==> config.mk <==
export PLATFORM = sky130hd
export DESIGN_NAME = pipe_monitor
export DESIGN_NICKNAME = d
export VERILOG_FILES = /design/src/rtl/pipe_monitor.sv
export SDC_FILE = /design/constraint.sdc
export NUM_CORES = 1
export LEC_CHECK = 0
export CAP_MARGIN = 20
export CORE_ASPECT_RATIO = 1.75
export CORE_MARGIN = 2
export CORE_UTILIZATION = 61
export DETAILED_ROUTE_END_ITERATION = 7
export PLACE_DENSITY = 0.85
export SYNTH_ARGS = -nofsm -noshare
export SYNTH_HDL_FRONTEND = slang
export SYNTH_SLANG_ARGS = --single-unit
==> constraint.sdc <==
create_clock -name clk -period 9.77 [get_ports clk]
set_clock_uncertainty 0.05 [all_clocks]
set_input_delay 0.977 -clock clk [delete_from_list [all_inputs] [get_ports clk]]
set_output_delay 0.977 -clock clk [all_outputs]
set_load 0.05 [all_outputs]
==> src/rtl/pipe_monitor.sv <==
// rtl/pipe_monitor.sv - pipeline activity monitor with stall/retire counters,
// breakpoint/cycle-limit halt and a circular retire-address trace.
module pipe_monitor #(
  parameter  int NSTAGE      = 4,
  parameter  int CNT_W       = 32,
  parameter  int ADDR_W      = 32,
  parameter  int TRACE_DEPTH = 16,
  parameter  int MAX_CYCLES  = 0,
  localparam int IW          = $clog2(TRACE_DEPTH)
) (
  input  logic                    clk,
  input  logic                    rst,
  input  logic                    start_i,
  input  logic                    clear_i,
  input  logic [NSTAGE-1:0]       v_i,
  input  logic [NSTAGE-1:0]       stall_i,
  input  logic                    retire_i,
  input  logic [ADDR_W-1:0]       retire_addr_i,
  input  logic                    brk_en_i,
  input  logic [ADDR_W-1:0]       brk_addr_i,
  input  logic [IW-1:0]           tr_idx_i,
  output logic [ADDR_W-1:0]       tr_addr_o,
  output logic [IW:0]             tr_count_o,
  output logic [CNT_W-1:0]        cycle_o,
  output logic [CNT_W-1:0]        retire_cnt_o,
  output logic [NSTAGE*CNT_W-1:0] stall_cnt_o,
  output logic [1:0]              state_o,
  output logic                    halt_o
);

  typedef enum logic [1:0] {
    IDLE = 2'b00,
    RUN  = 2'b01,
    HALT = 2'b10
  } state_t;

  localparam logic [CNT_W-1:0] LIMIT =
    (MAX_CYCLES == 0) ? '0 : CNT_W'(MAX_CYCLES - 1);
  localparam logic [IW:0] TR_FULL = (IW+1)'(TRACE_DEPTH);

  state_t            state, state_n;
  logic [CNT_W-1:0]  cycle_cnt, retire_cnt;
  logic [CNT_W-1:0]  stall_cnt [NSTAGE];
  logic [ADDR_W-1:0] trace_mem [TRACE_DEPTH];
  logic [IW-1:0]     wr_ptr;
  logic [IW:0]       tr_count;
  logic              running, brk_hit, lim_hit;

  function automatic logic [CNT_W-1:0] sat_inc(input logic [CNT_W-1:0] v,
                                               input logic en);
    return (en && (v != '1)) ? v + 1'b1 : v;
  endfunction

  assign running = (state == RUN);
  assign brk_hit = retire_i && brk_en_i && (retire_addr_i == brk_addr_i);
  assign lim_hit = (MAX_CYCLES != 0) && (cycle_cnt == LIMIT);

  always_ff @(posedge clk) begin
    if (rst) state <= IDLE;
    else     state <= state_n;
  end

  always_comb begin
    state_n = state;
    case (state)
      IDLE:    if (start_i) state_n = RUN;
      RUN:     if (brk_hit || lim_hit) state_n = HALT;
      HALT:    state_n = HALT;
      default: state_n = IDLE;
    endcase
    // clear keeps a running monitor running and sends everything else home
    if (clear_i) state_n = (state == RUN) ? RUN : IDLE;
  end

  always_ff @(posedge clk) begin
    if (rst || clear_i) begin
      cycle_cnt  <= '0;
      retire_cnt <= '0;
      wr_ptr     <= '0;
      tr_count   <= '0;
      for (int k = 0; k < NSTAGE; k++) stall_cnt[k] <= '0;
    end else if (running) begin
      cycle_cnt  <= sat_inc(cycle_cnt, 1'b1);
      retire_cnt <= sat_inc(retire_cnt, retire_i);
      for (int k = 0; k < NSTAGE; k++)
        stall_cnt[k] <= sat_inc(stall_cnt[k], v_i[k] & stall_i[k]);
      if (retire_i) begin
        wr_ptr <= wr_ptr + 1'b1;
        if (tr_count != TR_FULL) tr_count <= tr_count + 1'b1;
      end
    end
  end

  // Storage is not reset; entries past tr_count are never exposed.
  always_ff @(posedge clk) begin
    if (!rst && !clear_i && running && retire_i) trace_mem[wr_ptr] <= retire_addr_i;
  end

  logic [IW-1:0] oldest, rd_ptr;
  assign oldest = wr_ptr - tr_count[IW-1:0];
  assign rd_ptr = oldest + tr_idx_i;

  always_comb begin
    tr_addr_o = '0;
    if ((IW+1)'(tr_idx_i) < tr_count) tr_addr_o = trace_mem[rd_ptr];
  end

  for (genvar g = 0; g < NSTAGE; g++) begin : g_stall_out
    assign stall_cnt_o[g*CNT_W +: CNT_W] = stall_cnt[g];
  end

  assign tr_count_o   = tr_count;
  assign cycle_o      = cycle_cnt;
  assign retire_cnt_o = retire_cnt;
  assign state_o      = state;
  assign halt_o       = (state == HALT);

endmodule

==> summary.txt, run 1 <==
Status
  • Outcome: complete, no violations

Clocking
  • Sink Count: 715
  • CTS buffer count: 59
  • Clock Pin Slew Worst Setup and Hold Paths: 0.06 ns
  • Post_cts resized: 0
  • Clock latency on the worst-skew pair: 0.61 ns
  • H-tree Lvls: 2
  • Root buffer cell: clkbuf_16
  • Post-cts hold buffer count: 0
  • Post-CTS Setup Repair Bufs: 0
  • CTS tree: built
  • CTS max path bufs: 3

Finish
  • # fillers: 2904
  • Post-route cell area: 36500 um^2
  • Nets: 2386
  • Final Core Density: 73.7%
  • Layout cell share with drive strength beyond 1: 12.1%
  • Area grow syn2layout: 19.8%

Route
  • Pre-Repair DR Iteration Count: 5
  • Average vias per placed instance: 6.30
  • Avg WL per Cell: 25.1 um
  • Detail Route Antenna Nets: 0
  • Routed WL: 74900 um
  • DRC: 0
  • Vias post-DR: 18800
  • Initial DRC Count: 1675

Power
  • VDD IR-drop max: 158 uV
  • Sw Pwr: 0.00159 W
  • Pwr/cell area: 180 nW/um^2
  • Clock share of power: 35.9%
  • Logic pwr share: 12.2%
  • Switching share of total power: 24.2%
  • Leak: 11.6 nW
  • Int Pwr: 0.00497 W
  • Power share of the sequential group: 51.8%

Place
  • Port buffer count: 313
  • RD Place Congestion: 0.850
  • Dpl cell area: 34500 um^2
  • Dpl hpwl: 46100 um
  • Pre-CTS setup slack: 2.68 ns

Worst hold path
  • Worst hold path type: flop to flop

GRT
  • Grt ovf: 0
  • Initial antenna violation count: 4
  • Largest net degree at the start of global routing: 80
  • First-pass GRT wire length: 113000 um
  • Tot GR Track Use: 28.8%
  • Vias in the first global route: 19400

Critical path
  • Max Fanout on Critical Path: 70
  • WS Path Type: primary input to primary output
  • Crit path DAT: 6.09 ns
  • CP Capture Type: primary output
  • Startpoint types: primary input
  • Worst Path Required: 8.74 ns

STA
  • Final worst-path setup slack: 2.65 ns
  • Final Max Tran Viols: 0
  • Hold_ws: 0.451 ns
  • Worst Tran Pin Value: 1.15 ns
  • Fin crit share: 72.9%
  • Tmin final: 7.12 ns
  • Setup TNS: 0 ns
  • Unrepaired setup endpoints after global routing: false
  • Fmax: 140 MHz
  • Setup violations, final: 0
  • Max transition margin: 23.2%
  • Fin. Hold Viols: 0

Synth
  • Avg Inst Size Synth: 15.6 um^2
  • Register area share after synthesis: 68.1%
  • Syn_nets: 2053
  • Dominant cell type by area after synthesis: edfxtp_1
  • Post-synth ARST share: 0%
  • Ys Warns: 0
  • Yosys cell types: 53
  • Synth area leaders: edfxtp_1 63%, mux4_2 9.5%, dfxtp_1 4.9%
  • Synth Flop Type: edfxtp_1
  • Top cell type's share of synthesized area: 63.2%
  • Cells after synthesis: 1946
  • Number of synthesized flops with an enable pin: 640
  • FF+latch count, synth: 715
  • Netlist Area Pre-Place: 30400 um^2

Floorplanning
  • Core ar.: 49500 um^2
  • Die width: 173 um
  • Die Height: 299 um
  • # rows: 108
  • Die area: 51800 um^2
  • IO Pins: 314
  • Initial Util: 61.5%

Job
  • Max cap viols: 0
[sequential cells by signal, summed over array words and instances (netlist names)]
name          cells
trace_mem       512
stall_cnt       128
cycle_o          32
retire_cnt_o     32
tr_count_o        5
wr_ptr            4
state_o           2
[cells in the mapped netlist, types with 34 or more instances]
library cell / number
dfxtp_1: 75
a21oi_1: 37
mux2i_1: 34
mux4_2: 128
xor2_1: 124
a211oi_1: 65
nor2_1: 200
edfxtp_1: 640
nand3_1: 76
clkbuf_1: 54
nand4_1: 45
xnor2_1: 68
nand2_1: 74
nor2b_1: 34
[through the flow]
step | std cells | total power [W]
after global routing | 2986 | 0.00673
final | 2987 | 0.00656
after global placement | 2877 | 0.00424
after floorplan | 1946 | 0.00398
after CTS | 2983 | 0.00659
after detailed placement | 2877 | 0.00426
[layout by cell type (no fill, tap or decap), drive strengths merged, types with 6 or more instances in the layout]
cell type      instances
mux4                 128
nand4                 47
nor3                  27
and2                  10
inv                   30
xor2                 124
and4                  29
a21oi                 37
a211oi                65
clkbuf                78
dfxtp                 75
or3                   34
mux2i                 34
clkinv                18
nand3                 76
bufinv                 6
nor2                 200
clkdlybuf4s50        313
ha                    22
a41o                   6
nor2b                 34
o21ai                 34
xnor2                 68
edfxtp               640
and3                  29
nand2                 74
buf                   38
nor4                  15
[cell families (layout without fill, tap and decap cells)]
family | count (synthesis) | after routing | synth area share [%]
and+or+nand+nor | 589 | 589 | 9.90
adders and majority gates | 25 | 25 | 1.10
xor gates and xnor gates | 192 | 192 | 5.53
DFF | 715 | 715 | 68.1
other | 0 | 3 | 0
muxes | 162 | 162 | 10.6
AOI/OAI and AO/OA | 155 | 155 | 3.35
buffers and inverters | 108 | 486 | 1.44
[critical path: stages]
cell             delay (ns)
clkdlybuf4s50_1        0.48
inv_1                  0.06
fa_1                   0.53
inv_1                  0.08
fa_4                   1.60
buf_12                 0.41
mux4_2                 0.25
nor2b_1                0.13
a211oi_1               0.07
a211oi_1               0.51
clkdlybuf4s50_1        0.91
[power groups by stage]
stage	logic, W	registers [W]	clock network [W]
4_1_cts	0.000804	0.00340	0.00239
3_5_place_dp	0.000794	0.00347	0
6_report	0.000803	0.00340	0.00236
3_3_place_gp	0.000775	0.00346	0
2_1_floorplan	0.000412	0.00357	0
5_1_grt	0.000841	0.00340	0.00249
[cell type report]
| type | count | area, um^2 | area share, % |
|---|---|---|---|
| sequential | 715 | 20700 | 56.8 |
| multi-input combinational | 1123 | 9450 | 25.9 |
| timing repair buffer | 351 | 3460 | 9.50 |
| clock buffer | 78 | 1600 | 4.39 |
| tap | 660 | 826 | 2.26 |
| clock inverter | 28 | 293 | 0.803 |
| inverter | 29 | 109 | 0.299 |
| antenna | 3 | 7.51 | 0.0206 |
[final timing paths]
| path | startpoint | endpoint | slack [ns] | cells past startpoint |
|---|---|---|---|---|
| worst max-delay path | tr_idx_i[1] | tr_addr_o[7] | 2.65 | 11 |
| worst min-delay path | retire_cnt_o[31]$_SDFFE_PP0P_ | retire_cnt_o[31]$_SDFFE_PP0P_ | 0.45 | 2 |
| worst max register to register | stall_cnt[2][0]$_SDFFCE_PN0P_ | stall_cnt[2][16]$_SDFFCE_PN0P_ | 6.73 | 7 |
| worst min register to register | retire_cnt_o[31]$_SDFFE_PP0P_ | retire_cnt_o[31]$_SDFFE_PP0P_ | 0.45 | 2 |
[routing by layer]
layer,GRT usage (%),vias up,wire length [um]
met5,0,-,27
met4,12.3,4,3210
met3,5.18,204,6000
met2,51.5,982,39300
met1,34.2,9409,26300
li1,-,8208,-
(Power assumes the default switching activity.)
==> run 2, diff against run 1 <==
- CORE_UTILIZATION: 61 -> 57
- PLACE_DENSITY: 0.85 -> 0.8
- clock period: 9.77 -> 7.3 ns (I/O delays scaled with it)
==> run 2 against run 1 <==
  * Total power increased by 35%
  * Count of clock-buffer cells in the layout decreased by 3
  * Sequential power increased by 34%
  * Via count increased by 0.23%
  * Core utilization decreased by 4.9 points
  * Combinational power increased by 36%
  * Non-clock buffer count increased by 2
  * Critical path depth unchanged
  * Clock power increased by 35%
  * Critical endpoint is now tr_addr_o[14]
  * Highest routed layer unchanged
==> summary.txt, run 2 (synthesis results as in run 1) <==
STA
  • Fin. Hold Viols: 0 (unchanged)
  • Final Max Tran Viols: 0 (unchanged)
  • Setup TNS: 0 ns (unchanged)
  • Fmax: 159 MHz
  • Worst Tran Pin Value: 1.38 ns (+0.229 ns)
  • Setup violations, final: 0 (unchanged)
  • Unrepaired setup endpoints after global routing: false
  • Fin crit share: 86.3%
  • Max transition margin: 7.18% (-16 points)
  • Tmin final: 6.30 ns

Clocking
  • Sink Count: 715 (unchanged)
  • H-tree Lvls: 2 (unchanged)
  • CTS max path bufs: 3 (unchanged)
  • CTS tree: built
  • CTS buffer count: 60 (+1.7%)
  • Post-cts hold buffer count: 0 (unchanged)
  • Post-CTS Setup Repair Bufs: 0 (unchanged)
  • Clock latency on the worst-skew pair: 0.63 ns (+0.02 ns)
  • Post_cts resized: 0 (unchanged)
  • Clock Pin Slew Worst Setup and Hold Paths: 0.07 ns (about the same)
  • Root buffer cell: clkbuf_16

Critical path
  • Slowest-stage cell, CP: fa_4
  • Max Fanout on Critical Path: 41 (-41%)
  • Buf/Inv on CP: 5 (unchanged)
  • Crit path DAT: 5.52 ns (-0.57 ns)
  • Critical Path Max Stage Delay: 1.29 ns (-0.31 ns)
  • Cell chain of the critical path: clkdlybuf4s50_1 -> inv_1 -> fa_1 -> inv_1 -> fa_4 -> buf_4 -> mux4_2 -> nor2b_1 -> a211oi_1 -> a211oi_1 -> clkdlybuf4s50_1
  • WS Path Type: primary input to primary output
  • Startpoint types: primary input
  • CP Capture Type: primary output
  • Top Family by Delay on Critical Path: buffers and inverters
  • Worst Path Required: 6.52 ns (-2.22 ns)

Finish
  • Biggest register: trace_mem
  • Most common cell after layout, fill and taps aside: edfxtp_1
  • Max reg flops: 512 (unchanged)
  • Most frequent cells in the layout: 640 x edfxtp_1, 313 x clkdlybuf4s50_1, 187 x nor2_1, 128 x mux4_2, 123 x xor2_1
  • Layout cell share with drive strength beyond 1: 12.7% (+0.64 points)
  • Area grow syn2layout: 20.2%
  • # fillers: 3436 (+18%)
  • Nets: 2389 (+0.13%)
  • Post-route cell area: 36600 um^2 (+0.32%)
  • Largest regs: trace_mem: 512 flops, stall_cnt: 128 flops

Floorplanning
  • IO Pins: 314 (unchanged)
  • Die Height: 310 um (+3.4%)
  • Die width: 179 um (+3.4%)
  • Initial Util: 57.3% (-4.2 points)
  • Core ar.: 53100 um^2 (+7.4%)
  • # rows: 112 (+3.7%)
  • Die area: 55300 um^2 (+6.9%)

Route
  • Top Layer Used: met5
  • Average vias per placed instance: 6.24 (-0.83%)
  • Detail Route Antenna Nets: 0 (unchanged)
  • Avg WL per Cell: 25.0 um (-0.27%)
  • Pre-Repair DR Iteration Count: 5 (unchanged)
  • Met3 wire len: 6120 um (+2.1%)
  • Routed WL: 75500 um (+0.80%)
  • Initial DRC Count: 1816 (+8.4%)
  • Vias post-DR: 18900 (+0.23%)
  • DRC: 0 (unchanged)
  • Metal2 WL: 39400 um (+0.19%)
  • DRT met1 WL: 26300 um (-0.32%)

GRT
  • Largest net degree at the start of global routing: 77 (-3.8%)
  • Grt ovf: 0 (unchanged)
  • Tot GR Track Use: 27.2% (-1.5 points)
  • Initial antenna violation count: 4 (unchanged)
  • First-pass GRT wire length: 113000 um (-0.85%)
  • Vias in the first global route: 19200 (-0.84%)

Worst hold path
  • Worst hold path type: flop to flop

Place
  • Dpl cell area: 34600 um^2 (+0.28%)
  • Port buffer count: 313 (unchanged)
  • Dpl hpwl: 46200 um (+0.35%)
  • RD Place Congestion: 0.859 (+1.1%)

Power
  • VDD IR-drop max: 190 uV (+20%)
  • Pwr/cell area: 241 nW/um^2 (+34%)
  • Leak: 11.7 nW (+0.30%)

Job
  • Max cap viols: 0 (unchanged)

Status
  • Outcome: complete, no violations
[run 2: cell types whose count changed in the layout (fill, tap and decap cells not counted), sizes merged]
cell and change:
buf +2, bufinv -2, clkbuf -3, clkinv +6, clkinvlp +4, diode -1, inv +2
[run 2: power breakdown]
part,leakage [nW],switching [W],internal [W]
Sequential,6.63,0.0000546,0.00450
Clock,0.936,0.00146,0.00172
Combinational,4.09,0.000670,0.000415
[run 2: final timing paths]
kind | startpoint | end | slack, ns | cells past startpoint
min | cycle_o[20]$_SDFFE_PP0P_ | cycle_o[20]$_SDFFE_PP0P_ | 0.47 | 2
max reg2reg | state_o[1]$_SDFFE_PP0P_ | trace_mem[4][12]$_DFFE_PP_ | 4.06 | 8
max | tr_idx_i[1] | tr_addr_o[14] | 1.00 | 11
min reg2reg | cycle_o[20]$_SDFFE_PP0P_ | cycle_o[20]$_SDFFE_PP0P_ | 0.47 | 2
[run 2: area by class of cell]
type | count | area [um^2] | area share [%]
inverters | 29 | 109 | 0.298
multi-input cells | 1123 | 9450 | 25.8
diodes | 2 | 5.00 | 0.0137
clock inverters | 38 | 323 | 0.882
flip-flops and latches | 715 | 20700 | 56.6
well taps | 684 | 856 | 2.34
repair buffers | 353 | 3500 | 9.56
clock buffers | 75 | 1620 | 4.43
[run 2: stage by stage]
step | hold WS, ns | cells | worst slack [ns] | util (%) | power (W)
floorplan | 0.431 | 1946 | 2.21 | - | 0.00533
global placement | 0.438 | 2904 | 1.11 | 65.2 | 0.00570
detailed placement | 0.456 | 2904 | 1.09 | 65.2 | 0.00572
CTS | 0.465 | 3017 | 1.06 | 68.9 | 0.00886
global route | 0.499 | 3018 | 0.942 | 68.9 | 0.00907
finish | 0.465 | 3019 | 1.00 | 68.9 | 0.00883
[run 2: per-layer routing]
metal / global-route usage, % / vias up
li1: - / 8197
met1: 32.2 / 9498
met5: 0 / -
met4: 12.6 / 2
met3: 4.90 / 184
met2: 48.2 / 969
[run 2: tightest hold or removal path, cell delays in order, from the launching register on]
cell	delay (ns)
dfxtp_1	0.33
o21ai_0	0.08
a21oi_1	0.06
==> run 3, diff against run 2 <==
- CTS_CLUSTER_DIAMETER: unset -> 40
- GPL_ROUTABILITY_DRIVEN: unset -> 0
==> run 3 against run 2 <==
  * First-iteration DRC count increased by 1.3%
  * Non-clock buffer count did not move
  * Via count shrank 0.73%
  * Fmax up 1.7%
  * Critical path type unchanged
  * Largest power group unchanged
==> summary.txt, run 3 (synthesis results as in run 1) <==
Power
  • VDD IR-drop max: 212 uV (+12%)
  • Pwr/cell area: 245 nW/um^2 (+1.6%)
  • Leak: 11.7 nW (+0.69%)

Critical path
  • CP Capture Type: primary output
  • WS Path Type: primary input to primary output
  • Max Fanout on Critical Path: 41 (unchanged)
  • Crit path DAT: 5.41 ns (-0.11 ns)
  • Worst Path Required: 6.52 ns (about the same)
  • Startpoint types: primary input

GRT
  • Tot GR Track Use: 26.7% (-0.50 points)
  • Vias in the first global route: 19100 (-0.67%)
  • Largest net degree at the start of global routing: 77 (unchanged)
  • Grt ovf: 0 (unchanged)
  • First-pass GRT wire length: 111000 um (-1.5%)
  • Initial antenna violation count: 4 (unchanged)

Floorplanning
  • Initial Util: 57.3% (unchanged)
  • # rows: 112 (unchanged)
  • Die width: 179 um (unchanged)
  • Die area: 55300 um^2 (unchanged)
  • IO Pins: 314 (unchanged)
  • Core ar.: 53100 um^2 (unchanged)
  • Die Height: 310 um (unchanged)

Route
  • Pre-Repair DR Iteration Count: 5 (unchanged)
  • Average vias per placed instance: 6.20 (-0.73%)
  • Routed WL: 74100 um (-1.8%)
  • Vias post-DR: 18700 (-0.73%)
  • DRC: 0 (unchanged)
  • Detail Route Antenna Nets: 0 (unchanged)
  • Avg WL per Cell: 24.5 um (-1.8%)
  • Initial DRC Count: 1839 (+1.3%)

STA
  • Tmin final: 6.19 ns (-0.107 ns)
  • Final Max Tran Viols: 0 (unchanged)
  • Setup violations, final: 0 (unchanged)
  • Fin crit share: 84.8% (-1.5 points)
  • Hold_ws: 0.462 ns (-0.00274 ns)
  • Unrepaired setup endpoints after global routing: false
  • Fin. Hold Viols: 0 (unchanged)
  • Worst Tran Pin Value: 1.35 ns (-0.0294 ns)
  • Fmax: 162 MHz (+1.7%)
  • Max transition margin: 9.15% (+2.0 points)
  • Setup TNS: 0 ns (unchanged)

Clocking
  • CTS max path bufs: 3 (unchanged)
  • H-tree Lvls: 2 (unchanged)
  • Post-CTS Setup Repair Bufs: 0 (unchanged)
  • Clock Pin Slew Worst Setup and Hold Paths: 0.06 ns (about the same)
  • CTS tree: built
  • Sink Count: 715 (unchanged)
  • Post-cts hold buffer count: 0 (unchanged)
  • Post_cts resized: 0 (unchanged)
  • CTS buffer count: 61 (+1.7%)
  • Root buffer cell: clkbuf_16
  • Clock latency on the worst-skew pair: 0.63 ns (about the same)

Finish
  • Most frequent cells in the layout: 640 x edfxtp_1, 313 x clkdlybuf4s50_1, 187 x nor2_1, 128 x mux4_2, 123 x xor2_1
  • Nets: 2390 (+0.042%)
  • Layout cell share with drive strength beyond 1: 12.9% (+0.12 points)
  • Area grow syn2layout: 20.7%
  • Largest regs: trace_mem: 512 flops, stall_cnt: 128 flops
  • Max reg flops: 512 (unchanged)
  • Post-route cell area: 36700 um^2 (+0.38%)
  • Biggest register: trace_mem
  • Most common cell after layout, fill and taps aside: edfxtp_1

Place
  • Dpl hpwl: 46200 um (unchanged)
  • Dpl cell area: 34600 um^2 (unchanged)
  • Port buffer count: 313 (unchanged)

Status
  • Outcome: complete, no violations

Job
  • Max cap viols: 0 (unchanged)

Worst hold path
  • Worst hold path type: flop to flop
-- run 3: path summary, 6_finish.rpt --
path | from | endpoint | slack, ns | cells past startpoint
setup / recovery | tr_idx_i[1] | tr_addr_o[14] | 1.11 | 11
hold / removal | retire_cnt_o[31]$_SDFFE_PP0P_ | retire_cnt_o[31]$_SDFFE_PP0P_ | 0.46 | 2
setup reg to reg | state_o[1]$_SDFFE_PP0P_ | trace_mem[4][17]$_DFFE_PP_ | 4.06 | 8
hold reg to reg | retire_cnt_o[31]$_SDFFE_PP0P_ | retire_cnt_o[31]$_SDFFE_PP0P_ | 0.46 | 2
-- run 3: worst max-delay path: stages --
cell and delay [ns]:
clkdlybuf4s50_1 0.52, inv_1 0.08, fa_1 0.53, inv_1 0.07
fa_4 1.32, buf_4 0.35, mux4_2 0.22, nor2b_1 0.14
a211oi_1 0.07, a211oi_1 0.46, clkdlybuf4s50_1 0.90
-- run 3: final cells by class --
cell class              count  area, um^2
repair buffers            353        3500
inverters                  29         109
clock buffers              76        1630
flip-flops and latches    715       20700
clock inverters            38         452
diodes                      1        2.50
multi-input cells        1123        9450
well taps                 684         856
fillers                  3430       16400
-- run 3: routing by layer --
layer,vias up,global-route usage [%],share of wire [%]
met5,-,0,0.031
met4,4,11.9,4.3
met3,152,5.20,8.2
met2,908,47.2,52
met1,9439,31.6,35
li1,8209,-,-
-- run 3: stage by stage --
step           total power [W]  worst slack, ns  util [%]  cells
4_1_cts                0.00904             1.08      69.1   3018
5_1_grt                0.00924            0.908      69.1   3019
3_3_place_gp           0.00570             1.11      65.2   2904
2_1_floorplan          0.00533             2.21         -   1946
3_5_place_dp           0.00572             1.09      65.2   2904
6_report               0.00900             1.11      69.1   3019
-- run 3: power by group --
part	internal, W	total [W]	switching [W]
Sequential	0.00450	0.00455	0.0000545
Clock	0.00186	0.00336	0.00151
Combinational	0.000415	0.00108	0.000665
Total	0.00677	0.00900	0.00222
